$ cat config.mk
export PLATFORM = sky130hd
export DESIGN_NAME = writeback_arbiter
export DESIGN_NICKNAME = d
export VERILOG_FILES = /design/src/rtl/writeback_arbiter.sv
export SDC_FILE = /design/constraint.sdc
export NUM_CORES = 1
export LEC_CHECK = 0
export CORE_ASPECT_RATIO = 0.8
export CORE_UTILIZATION = 35
export CTS_CLUSTER_SIZE = 10
export DETAILED_ROUTE_END_ITERATION = 8
export PLACE_DENSITY = 0.54
export RECOVER_POWER = 100
export SLEW_MARGIN = 10
export SYNTH_ARGS = -nofsm -noshare
export SYNTH_HDL_FRONTEND = slang
export SYNTH_SLANG_ARGS = --single-unit
$ cat constraint.sdc
create_clock -name clk -period 12.9 [get_ports clk]
set_clock_uncertainty 0.15 [all_clocks]
set_input_delay 2.58 -clock clk [delete_from_list [all_inputs] [get_ports clk]]
set_output_delay 2.58 -clock clk [all_outputs]
set_load 0.01 [all_outputs]
$ cat src/rtl/writeback_arbiter.sv
// -----------------------------------------------------------------------------
// writeback_arbiter
//
// Write-back stage feeding the register file. Merges single-cycle ALU results
// and variable-latency load results (buffered in a DEPTH-entry FIFO) into at
// most one register write per cycle. Handles write-after-write ordering by
// killing queued loads that a younger ALU write overtakes. Exports a mask of
// registers with a live queued load for the hazard unit.
//
// Ports:
//   clk, rst_n                 clock (rising edge), async active-low reset
//   aluValid/aluReg/aluData    ALU result input
//   aluReady                   ALU result accepted (combinational)
//   memValid/memReg/memData    load result input
//   memReady                   load result accepted (combinational)
//   writeEnable/writeReg/
//   writeData                  registered register-file write port
//   pendingMask                registered mask of registers with live loads
//
// Optional feature macro: WB_BYPASS_EN
//   When defined, a load accepted into an idle block (FIFO empty, no ALU
//   result accepted) is written directly on the same edge.
// -----------------------------------------------------------------------------
module writeback_arbiter #(
   parameter int DEPTH = 4,
   parameter int AW    = 2
) (
   input  logic        clk,
   input  logic        rst_n,
   input  logic        aluValid,
   input  logic [4:0]  aluReg,
   input  logic [31:0] aluData,
   output logic        aluReady,
   input  logic        memValid,
   input  logic [4:0]  memReg,
   input  logic [31:0] memData,
   output logic        memReady,
   output logic        writeEnable,
   output logic [4:0]  writeReg,
   output logic [31:0] writeData,
   output logic [31:0] pendingMask
);

   localparam logic [AW:0] DEPTH_C = (AW+1)'(DEPTH);

   // FIFO storage and bookkeeping
   logic [4:0]       reg_mem_r  [DEPTH];
   logic [31:0]      data_mem_r [DEPTH];
   logic [DEPTH-1:0] kill_r;
   logic [AW-1:0]    rd_ptr_r;
   logic [AW-1:0]    wr_ptr_r;
   logic [AW:0]      count_r;

   // Handshake and control
   logic             full_s;
   logic             empty_s;
   logic             ready_s;
   logic             mem_acc_s;
   logic             alu_acc_s;
   logic             alu_wr_s;
   logic             bypass_s;
   logic             push_s;
   logic             pop_s;

   // Next write-port values
   logic             wr_en_s;
   logic [4:0]       wr_reg_s;
   logic [31:0]      wr_data_s;

   // Post-update FIFO view used to build pendingMask
   logic [DEPTH-1:0] kill_nxt_s;
   logic [AW-1:0]    rd_nxt_s;
   logic [AW:0]      count_nxt_s;
   logic [4:0]       slot_reg_s [DEPTH];
   logic [AW-1:0]    slot_off_s [DEPTH];
   logic [DEPTH-1:0] live_s;
   logic [31:0]      mask_nxt_s;

   assign full_s    = (count_r == DEPTH_C);
   assign empty_s   = (count_r == {(AW+1){1'b0}});
   assign ready_s   = (count_r < DEPTH_C);
   assign memReady  = ready_s;
   assign aluReady  = ready_s;
   assign mem_acc_s = memValid & ready_s;
   assign alu_acc_s = aluValid & ready_s;
   assign alu_wr_s  = alu_acc_s & (aluReg != 5'd0);

`ifdef WB_BYPASS_EN
   // An idle block lets a load skip the FIFO entirely.
   assign bypass_s  = mem_acc_s & (memReg != 5'd0) & empty_s & ~alu_acc_s;
`else
   assign bypass_s  = 1'b0;
`endif

   // Loads to x0 are acknowledged but never stored.
   assign push_s    = mem_acc_s & (memReg != 5'd0) & ~bypass_s;

   // Write-source selection: full FIFO first, then ALU, then FIFO, then bypass.
   always_comb begin
      pop_s     = 1'b0;
      wr_en_s   = 1'b0;
      wr_reg_s  = writeReg;
      wr_data_s = writeData;
      if (full_s || (!alu_wr_s && !empty_s)) begin
         pop_s = 1'b1;
         if (!kill_r[rd_ptr_r]) begin
            wr_en_s   = 1'b1;
            wr_reg_s  = reg_mem_r[rd_ptr_r];
            wr_data_s = data_mem_r[rd_ptr_r];
         end else begin
            wr_en_s   = 1'b0;
         end
      end else if (alu_wr_s) begin
         wr_en_s   = 1'b1;
         wr_reg_s  = aluReg;
         wr_data_s = aluData;
      end else if (bypass_s) begin
         wr_en_s   = 1'b1;
         wr_reg_s  = memReg;
         wr_data_s = memData;
      end else begin
         wr_en_s   = 1'b0;
      end
   end

   // Kill bits after this edge; a load pushed alongside a matching ALU write
   // counts as older and is killed immediately.
   always_comb begin
      kill_nxt_s = kill_r;
      for (int i = 0; i < DEPTH; i++) begin
         if (alu_wr_s && (reg_mem_r[i] == aluReg)) begin
            kill_nxt_s[i] = 1'b1;
         end else begin
            kill_nxt_s[i] = kill_r[i];
         end
      end
      if (push_s) begin
         kill_nxt_s[wr_ptr_r] = alu_wr_s & (memReg == aluReg);
      end else begin
         kill_nxt_s[wr_ptr_r] = kill_nxt_s[wr_ptr_r];
      end
   end

   assign rd_nxt_s    = rd_ptr_r + AW'(pop_s);
   assign count_nxt_s = count_r + (AW+1)'(push_s) - (AW+1)'(pop_s);

   // Per-slot liveness in the post-update FIFO (offset from new head < count).
   always_comb begin
      for (int i = 0; i < DEPTH; i++) begin
         if (push_s && (wr_ptr_r == AW'(i))) begin
            slot_reg_s[i] = memReg;
         end else begin
            slot_reg_s[i] = reg_mem_r[i];
         end
         slot_off_s[i] = AW'(i) - rd_nxt_s;
         live_s[i]     = ({1'b0, slot_off_s[i]} < count_nxt_s) & ~kill_nxt_s[i];
      end
   end

   // Pending mask: OR of destination bits over live entries; x0 never pending.
   always_comb begin
      mask_nxt_s = 32'd0;
      for (int i = 0; i < DEPTH; i++) begin
         if (live_s[i]) begin
            mask_nxt_s[slot_reg_s[i]] = 1'b1;
         end else begin
            mask_nxt_s = mask_nxt_s;
         end
      end
      mask_nxt_s[0] = 1'b0;
   end

   // FIFO storage, pointers, count and kill bits.
   always_ff @(posedge clk or negedge rst_n) begin
      if (!rst_n) begin
         for (int i = 0; i < DEPTH; i++) begin
            reg_mem_r[i]  <= 5'd0;
            data_mem_r[i] <= 32'd0;
         end
         kill_r   <= {DEPTH{1'b0}};
         rd_ptr_r <= {AW{1'b0}};
         wr_ptr_r <= {AW{1'b0}};
         count_r  <= {(AW+1){1'b0}};
      end else begin
         if (push_s) begin
            reg_mem_r[wr_ptr_r]  <= memReg;
            data_mem_r[wr_ptr_r] <= memData;
            wr_ptr_r             <= wr_ptr_r + {{(AW-1){1'b0}}, 1'b1};
         end
         kill_r   <= kill_nxt_s;
         rd_ptr_r <= rd_nxt_s;
         count_r  <= count_nxt_s;
      end
   end

   // Registered register-file write port and pending mask.
   always_ff @(posedge clk or negedge rst_n) begin
      if (!rst_n) begin
         writeEnable <= 1'b0;
         writeReg    <= 5'd0;
         writeData   <= 32'd0;
         pendingMask <= 32'd0;
      end else begin
         writeEnable <= wr_en_s;
         writeReg    <= wr_reg_s;
         writeData   <= wr_data_s;
         pendingMask <= mask_nxt_s;
      end
   end

endmodule

After elaboration in Yosys (flattened, before gate mapping)
Index checks and enable logic that the tools add are counted.
{ "classes": {"n_mux": 51, "n_addsub": 8, "reduce_logical": 24, "eq_ne": 10, "magnitude_cmp": 19, "n_bitwise": 18} }
{ "ops": {"columns": ["cell", "count"], "rows": [
  ["2-to-1 mux 32 bit", 10],
  ["bitwise mux 128 bit", 1],
  ["OR 32 bit", 3],
  ["binary-select mux 32 bit (select 2 bit)", 1],
  ["demux 32 bit (select 2 bit)", 1],
  ["2-to-1 mux 5 bit", 10],
  ["== test 5 bit", 5],
  ["less-than comparator 5 x 6 -> 1 bit, second input constant", 4],
  ["bitwise mux 20 bit", 1],
  ["demux 1 bit (select 5 bit)", 4],
  ["greater-or-equal comparator 5 x 1 -> 1 bit, second input constant", 4],
  ["logical AND 1 bit", 15],
  ["2-to-1 mux 1 bit", 15],
  ["less-than comparator 2 x 3 -> 1 bit", 4],
  ["binary-select mux 5 bit (select 2 bit)", 1],
  ["demux 5 bit (select 2 bit)", 1],
  ["nonzero test 5 bit", 2],
  ["bitwise AND 1 bit", 9],
  ["bitwise mux 4 bit", 2],
  ["greater-or-equal comparator 3 bit, second input constant", 2],
  ["less-than comparator 2 x 3 -> 1 bit, second input constant", 2],
  ["NOT 2 -> 3 bit", 2],
  ["binary-select mux 1 bit (select 2 bit)", 2],
  ["== test 2 bit, second input constant", 2],
  ["other kinds (21)", 27]
]} }
{ "totals": {"input_bits": 78, "out_inout_bits": 72, "reg_bits": 228, "elab_cells": 146} }

Logic depth before layout (Yosys ltp)
Gate-level depths: netlist of the first run.
{ "depth": {"depth_word": 18, "depth_mapped": 19, "mapped_depth_nobuf": 16} }

Least setup slack after synthesis of the first run
No wires, ideal clock.
{ "synth_path": {"path_type": "input port to flip-flop", "from": "input aluReg[2]", "to": "register pendingMask[3]", "t_arrival_ns": 6.510, "setup_slack_ns": 6.151, "setup_ns": 0.090, "stages": 18, "path_buffers": 3, "t_required_ns": 12.660, "path_cell_list": "buf_2 > or4_1 > o21ai_0 > a21oi_1 > clkbuf_1 > xnor2_1 > ha_1 > fa_1 > inv_1 > ha_1 > a21boi_0 > o21ba_2 > a31oi_1 > o21a_1 > nand3_1 > buf_2 > or4_1 > o2111ai_1"} }
{ "synth_between": {"word_cells_on_any_way": 50, "classes_between": "6 x add/sub; 4 x order compare; 5 x eq/ne; 14 x mux; 13 x bitwise; 8 x reduce/logical"} }
{ "synth_lines": {"columns": ["item", "line", "text"], "rows": [
  ["from (decl)", "31", "input logic [4:0] aluReg,"],
  ["nonzero test 5 bit (*)", "86", "assign alu_wr_s = alu_acc_s & (aluReg != 5'd0);"],
  ["bitwise AND 1 bit (*)", "86", null],
  ["logical NOT 1 bit (*)", "104", "if (full_s || (!alu_wr_s && !empty_s)) begin"],
  ["logical AND 1 bit (*)", "104", null],
  ["logical OR 1 bit (*)", "104", null],
  ["2-to-1 mux 1 bit (*)", "104", null],
  ["subtractor 3 x 1 -> 3 bit (*)", "145", "assign count_nxt_s = count_r + (AW+1)'(push_s) - (AW+1)'(pop_s);"],
  ["net count_nxt_s[1]", "73", "logic [AW:0] count_nxt_s;"],
  ["[... 2 more ...]", null, null],
  ["2-to-1 mux 32 bit", "164", "if (live_s[i]) begin"],
  ["OR 32 bit (no source line)", null, null],
  ["2-to-1 mux 32 bit", "164", null],
  ["OR 32 bit (no source line)", null, null],
  ["2-to-1 mux 32 bit", "164", null],
  ["OR 32 bit (no source line)", null, null],
  ["2-to-1 mux 32 bit (*)", "164", null],
  ["net mask_nxt_s[3]", "77", "logic [31:0] mask_nxt_s;"],
  ["to (signal assigned)", "207", "pendingMask <= mask_nxt_s;"],
  ["to (decl)", "41", "output logic [31:0] pendingMask"]
]} }
The timed path passes the listed nets; every way through them passes the cells marked *. The select of a mux whose other input is x is not followed.
A chain may end at the register's enable or synchronous reset.

Worst setup path after layout of the first run
{ "layout_path": {"from": "input aluReg[1]", "to": "register pendingMask[15]"} }
Same word-level chain as after synthesis.

==> reports/results.tsv, run 1 <==
stage	metric	value	unit
detailed_routing	routed_wl	40700	microns
floorplan	pin_count	150	
clock_tree	root_buffer	clkbuf_16	
worst_setup_path	cp-start-kind	primary input	
yosys	postSynth.asyncResetShare	100	%
finish	stdcell_count	1910	
detailed_routing	wl_met1	20000	microns
yosys	synth_cell_type_count	83	
detailed_routing	postRouteAntennaNets	0	
detailed_routing	route.met2.wl	16600	microns
floorplan	chipWidth	210	microns
yosys	synth_cells	1313	
finish	drive_gt1_share	8.31	%
floorplan	core_area	33900	sq um
timing	max_freq	0.108	GHz
timing	relSlewSlack	-219	%
timing	maxSlewViolCount	425	
worst_setup_path	reg2reg_depth	15	
global_routing	grt_max_degree	84	
worst_setup_path	reg2reg_from	count_r[1]	
clock_tree	clkTransAtPathRegs	0.05	ns
power_and_ir_drop	power_density	280	nW/um^2
global_routing	first_global_vias	10134	
placement	gp_congestion	0.932	
timing	hold_viol	0	
detailed_routing	dr_wl_met3	3470	microns
detailed_routing	wire_per_inst	21.3	microns
global_routing	grt_pass1_wl	62800	microns
timing	tightest_slew	4.78	ns
finish	area_growth	22.3	%
timing	setup_viol	0	
detailed_routing	via_per_inst	5.37	
clock_tree	htree_levels	1	
placement	dp_hpwl	27600	microns
worst_setup_path	crit_fanout	40	
worst_setup_path	r2r_slack	6.08	ns
detailed_routing	drt_iter0_markers	909	
worst_setup_path	arrival	9.58	ns
detailed_routing	highest_layer	met4	
clock_tree	clock_latency	0.55	ns
worst_setup_path	setup.worst_path.end	pendingMask[15]	
yosys	ys_seq_area_share	47.2	%
worst_setup_path	r2r_end	pendingMask[15]	
placement	dpl-instance-area	14100	sq um
timing	min_period	9.26	ns
yosys	synth_seq_cells	228	
run_status	violations	max-capacitance violations, max-slew violations	
min_path	hold_class	register to register	
yosys	synth_edf_count	0	
finish	fin_area	14800	sq um
global_routing	grt_overflow	0	
worst_setup_path	required	13.23	ns
yosys	netlist_area	12100	sq um
timing	rsz0062_at_grt	false	
job	maxCapViolations	12	
clock_tree	numCtsBuffers	28	
floorplan	start_util	35.7	%
detailed_routing	drc_errors	0	
clock_tree	cts_buffer_depth	3	
power_and_ir_drop	ir_drop	0.000124	V
finish	fin_nets	1524	
yosys	synth.net_count	1402	
yosys	synth_ff_type	dfrtp_1	
power_and_ir_drop	p_leak	6.76	nW
worst_setup_path	crit_type	primary input to register	
detailed_routing	drtPass1Iterations	6	
clock_tree	post-cts-setup-buffers	0	
min_path	min_from	data_mem_r[59]	
clock_tree	clock-sinks	228	
worst_setup_path	crit_start	aluReg[1]	
floorplan	rows	60	
run_status	run_status	finished, violations left	
placement	portBuffers	148	
floorplan	die_h	168	microns
global_routing	grt_usage	23.3	%
placement	dp.cells	1870	
clock_tree	cts_tree	done	
clock_tree	cts-resized-gates	0	
detailed_routing	routed-via-count	10259	
yosys	synth_warnings	0	
yosys	syn_area_per_cell	9.21	sq um
floorplan	die_area	35300	sq um
timing	fin_setup_tns	0	ns
clock_tree	cts_hold_buf	0	
worst_setup_path	crit_path_end_kind	register	
global_routing	antenna_found_initial	1	
timing	fin_crit_sh	71.8	%
[worst min-delay path by stage]
stage                      to  slack, ns  cells after the start
2_1_floorplan  data_mem_r[32]       0.29                      2
3_3_place_gp   data_mem_r[57]       0.30                      2
3_5_place_dp   data_mem_r[59]       0.31                      2
4_1_cts        data_mem_r[59]       0.32                      2
5_1_grt        data_mem_r[40]       0.34                      2
6_report       data_mem_r[59]       0.32                      2
[kinds of logic after synthesis]
logic type / count (synthesis) / share of synthesized area (%)
AOI/OAI and AO/OA: 170 / 10.5
xor gates and xnor gates: 30 / 2.29
adders and majority gates: 11 / 1.20
buffers and inverters: 115 / 3.96
DFF: 228 / 47.2
muxes: 76 / 10.2
other: 1 / 0.0310
and+or+nand+nor: 682 / 24.6
[placed cells by master (no fill, tap or decap), types with 10 or more instances in the layout]
master             n
buf_4             15
nor3_1            21
mux4_2            38
nand4_1           29
ha_1              10
xor2_1            22
clkbuf_16         29
clkdlybuf4s50_1   74
or4_1             13
o21ai_0           60
nand3_1           35
o211ai_1          11
nor2_1            45
inv_1             33
a32oi_1           11
dlygate4sd3_1     73
clkbuf_1          14
a21oi_1           13
nand3b_1          11
nand2_1          485
a22oi_1           17
mux2i_1           37
dfrtp_1          226
[metal layers]
metal / GRT usage [%] / vias up
met5: 0 / -
met4: 4.60 / 0
met3: 6.08 / 39
met2: 32.2 / 408
met1: 36.1 / 5062
li1: - / 4750
[through the flow]
stage                     hold slack [ns]  setup WS (ns)  power, mW  util (%)
after floorplan                     0.290           6.15       2.61         -
after global placement              0.303           4.85       3.36      41.7
after detailed placement            0.308           4.81       3.39      41.7
after CTS                           0.322           5.37       4.17      44.2
after global routing                0.336           3.26       4.42      43.7
final                               0.317           3.64       4.14      43.7
[flip-flops by register name, indices dropped and copies added, names as in the netlist]
signal       cells
count_r          3
data_mem_r     128
kill_r           4
pendingMask     31
rd_ptr_r         2
reg_mem_r       20
wr_ptr_r         2
writeData       32
writeEnable      1
writeReg         5
[layout make-up]
class	instances	area (sq um)
fill	3355	19100
multi-input combinational	970	5890
antenna	1	2.50
tap	465	582
clock inverter	3	65.1
clock buffer	36	792
inverter	34	128
sequential	228	5710
timing repair buffer	173	1630
[worst max-delay path, cell delays in order]
cell	delay (ns)
dlygate4sd3_1	0.80
or4_1	0.21
o21ai_0	0.13
a21oi_4	0.18
clkbuf_1	2.30
xnor2_1	0.24
ha_1	0.33
fa_1	0.50
inv_1	0.09
ha_1	0.29
a21boi_0	0.13
o21ba_2	0.21
a31oi_1	0.28
o21a_1	0.20
nand3_1	0.36
or4_1	0.63
nand4_1	0.10
[where the power goes]
part           internal, mW  switching (mW)  leakage (nW)
combinational         0.805            1.32          3.45
clock                 0.461           0.302         0.422
sequential             1.03           0.214          2.89
total                  2.30            1.84          6.76
[cell usage after synthesis, types with 3 or more instances]
library cell    n  area, sq um
xnor2_1         7         61.3
mux2i_1        37          370
o22ai_1         3         18.8
a41oi_1         7         61.3
dfrtp_1       228         5710
xor2_1         22          193
nand2_1       485         1820
inv_1          33          124
buf_1           9         33.8
clkbuf_1       53          199
o21ai_0        57          285
o32ai_1         3         26.3
or2_2           6         37.5
nor3_1         20          100
a22oi_1        17          128
o211ai_1       11         82.6
mux4_2         38          856
buf_6           3         33.8
o21ai_1         4         20.0
nand3b_1       11         82.6
and3b_1         4         35.0
nand2b_1        5         31.3
a32oi_1        11         96.3
nor2_1         46          173
nand4_1        29          181
ha_1           10          125
o2111ai_1       7         61.3
a21oi_1        16         80.1
nand3_1        35          175
buf_2          14         70.1
and2_1          8         50.1
or4_1          13         97.6
No activity file was read; power rests on OpenSTA's default activity.
==> inputs of run 2 (changes only) <==
Settings changed: PLACE_DENSITY 0.54 to 0.56.
Clock period 12.9 ns to 8.2 ns, I/O delays scaled along.
==> run 2 against run 1 <==
- the flow still finishes with violations (max-capacitance violations, max-slew violations)
- first-iteration DRC count up 7.8%
- combinational power up 56%
- clock power up 53%
- flip-flop and latch count unchanged
- critical path depth down 8
- utilization up 0.10 points
- non-clock buffer count up 5
- critical path type unchanged
- largest power group unchanged
- highest routed layer unchanged
==> reports/results.tsv, run 2 (same netlist as run 1, synthesis figures left out) <==
stage	metric	value	unit	change
clock_tree	cts_hold_buf	0		unchanged
worst_setup_path	setup.worst_path.end	pendingMask[3]		
timing	fin_crit_sh	84.4	%	
finish	fin_area	14800	sq um	+0.23%
timing	maxSlewViolCount	430		+1.2%
clock_tree	root_buffer	clkbuf_16		
global_routing	grt_max_degree	97		+15%
worst_setup_path	required	8.51	ns	-4.72 ns
clock_tree	clkTransAtPathRegs	0.06	ns	about the same
finish	final_common_cell	nand2_1		
clock_tree	cts_buffer_depth	3		unchanged
floorplan	rows	60		unchanged
finish	largest_registers	data_mem_r x128, writeData x32, pendingMask x31		
clock_tree	clock_latency	0.54	ns	about the same
floorplan	chipWidth	210	microns	unchanged
worst_setup_path	r2r_slack	2.52	ns	-3.56 ns
detailed_routing	routed-via-count	10401		+1.4%
worst_setup_path	reg2reg_depth	8		-7
placement	dp_hpwl	26900	microns	-2.4%
timing	fin_setup_tns	0	ns	unchanged
floorplan	die_area	35300	sq um	unchanged
global_routing	grt_usage	23.0	%	-0.33 points
detailed_routing	drt_iter0_markers	980		+7.8%
placement	dpl-instance-area	14100	sq um	+0.27%
clock_tree	cts-resized-gates	0		unchanged
placement	gp_congestion	0.931		-0.17%
timing	min_period	6.92	ns	
worst_setup_path	reg2reg_from	wr_ptr_r[0]		
floorplan	start_util	35.7	%	unchanged
timing	tightest_slew	3.91	ns	-0.872 ns
worst_setup_path	crit_type	primary input to register		
finish	mostFrequentLayoutCells	485 x nand2_1, 226 x dfrtp_1, 74 x clkdlybuf4s50_1, 73 x dlygate4sd3_1, 60 x o21ai_0		
clock_tree	htree_levels	1		unchanged
worst_setup_path	cp-start-kind	primary input		
clock_tree	clock-sinks	228		unchanged
worst_setup_path	crit_path_end_kind	register		
min_path	hold_class	register to register		
timing	hold_viol	0		unchanged
detailed_routing	drtPass1Iterations	7		+1
finish	regMostFlops	data_mem_r		
finish	largest_reg_flops	128		unchanged
run_status	violations	max-capacitance violations, max-slew violations		
timing	hold_slack	0.318	ns	+0.000947 ns
timing	max_freq	0.145	GHz	
finish	drive_gt1_share	8.41	%	+0.098 points
worst_setup_path	crit_path_frequent_cell	clkbuf_1		
placement	portBuffers	148		unchanged
finish	area_growth	22.6	%	
detailed_routing	drc_errors	0		unchanged
job	maxCapViolations	10		-2
detailed_routing	wire_per_inst	20.7	microns	-3.0%
clock_tree	cts_tree	done		
worst_setup_path	crit_path_max_incr_delay	1.31	ns	-0.99 ns
worst_setup_path	arrival	7.23	ns	-2.35 ns
global_routing	grt_overflow	0		unchanged
floorplan	core_area	33900	sq um	unchanged
power_and_ir_drop	power_density	436	nW/um^2	+56%
global_routing	first_global_vias	10463		+3.2%
worst_setup_path	critPathSlowestCell	clkbuf_1		
power_and_ir_drop	p_leak	6.77	nW	+0.16%
timing	relSlewSlack	-160	%	+58 points
power_and_ir_drop	power	6.46	mW	+56%
worst_setup_path	cp_num_cells	9		-8
worst_setup_path	crit_chain	dlygate4sd3_1 > clkbuf_1 > nor3_1 > clkbuf_1 > a21boi_0 > clkbuf_1 > o21ai_0 > or4_1 > o2111ai_1		
finish	fin_nets	1529		+0.33%
worst_setup_path	crit_fanout	27		-33%
clock_tree	post-cts-setup-buffers	0		unchanged
clock_tree	numCtsBuffers	28		unchanged
detailed_routing	via_per_inst	5.43		+1.0%
timing	rsz0062_at_grt	false		
global_routing	grt_pass1_wl	62800	microns	about the same
worst_setup_path	crit_start	memReg[4]		
run_status	run_status	finished, violations left		
timing	setup_viol	0		unchanged
power_and_ir_drop	ir_drop	0.000218	V	+76%
worst_setup_path	cp_num_buf_inv	4		+1
detailed_routing	postRouteAntennaNets	0		unchanged
worst_setup_path	cp_top_family	buffers and inverters		
floorplan	die_h	168	microns	unchanged
global_routing	antenna_found_initial	1		unchanged
detailed_routing	routed_wl	39700	microns	-2.6%
worst_setup_path	r2r_end	pendingMask[3]		
floorplan	pin_count	150		unchanged
[run 2: power by group]
part	leakage (nW)	switching (mW)	internal [mW]
clock network	0.420	0.465	0.706
registers	2.89	0.343	1.63
logic	3.46	2.07	1.25
total	6.77	2.88	3.58
[run 2: final cells by class]
cell class	count	area, sq um
multi-input combinational	970	5900
inverter	34	128
fill	3303	19000
timing repair buffer	178	1660
tap	465	582
clock buffer	38	810
antenna	1	2.50
clock inverter	3	40.0
sequential	228	5710
[run 2: per-layer routing]
layer / part of all wire [%] / up-vias / track usage, %
met2: 42 / 431 / 33.9
met3: 7.2 / 57 / 2.87
met4: 1.9 / 0 / 5.11
li1: - / 4768 / -
met5: 0 / - / 0
met1: 48 / 5145 / 35.6
[run 2: how the worst min path moves through the flow]
stage                         startpoint              to  slack, ns  depth (start not counted)
after detailed placement  data_mem_r[44]  data_mem_r[44]       0.31                          2
after global routing      data_mem_r[29]  data_mem_r[29]       0.34                          2
final                     data_mem_r[44]  data_mem_r[44]       0.32                          2
after floorplan           data_mem_r[32]  data_mem_r[32]       0.29                          2
after global placement    data_mem_r[80]  data_mem_r[80]       0.30                          2
after CTS                 data_mem_r[44]  data_mem_r[44]       0.32                          2
[run 2: stage by stage]
| stage | setup slack, ns | util, % | std cells |
|---|---|---|---|
| 2_1_floorplan | 2.39 | - | 1313 |
| 3_3_place_gp | 1.40 | 41.8 | 1875 |
| 3_5_place_dp | 1.34 | 41.8 | 1875 |
| 4_1_cts | 1.88 | 44.3 | 1916 |
| 5_1_grt | 0.983 | 43.8 | 1917 |
| 6_report | 1.28 | 43.8 | 1917 |
[run 2: worst min-delay path: stages, from the launching register on]
cell and delay, ns:
dfrtp_1 0.33, nand2_1 0.05, nand2_1 0.06
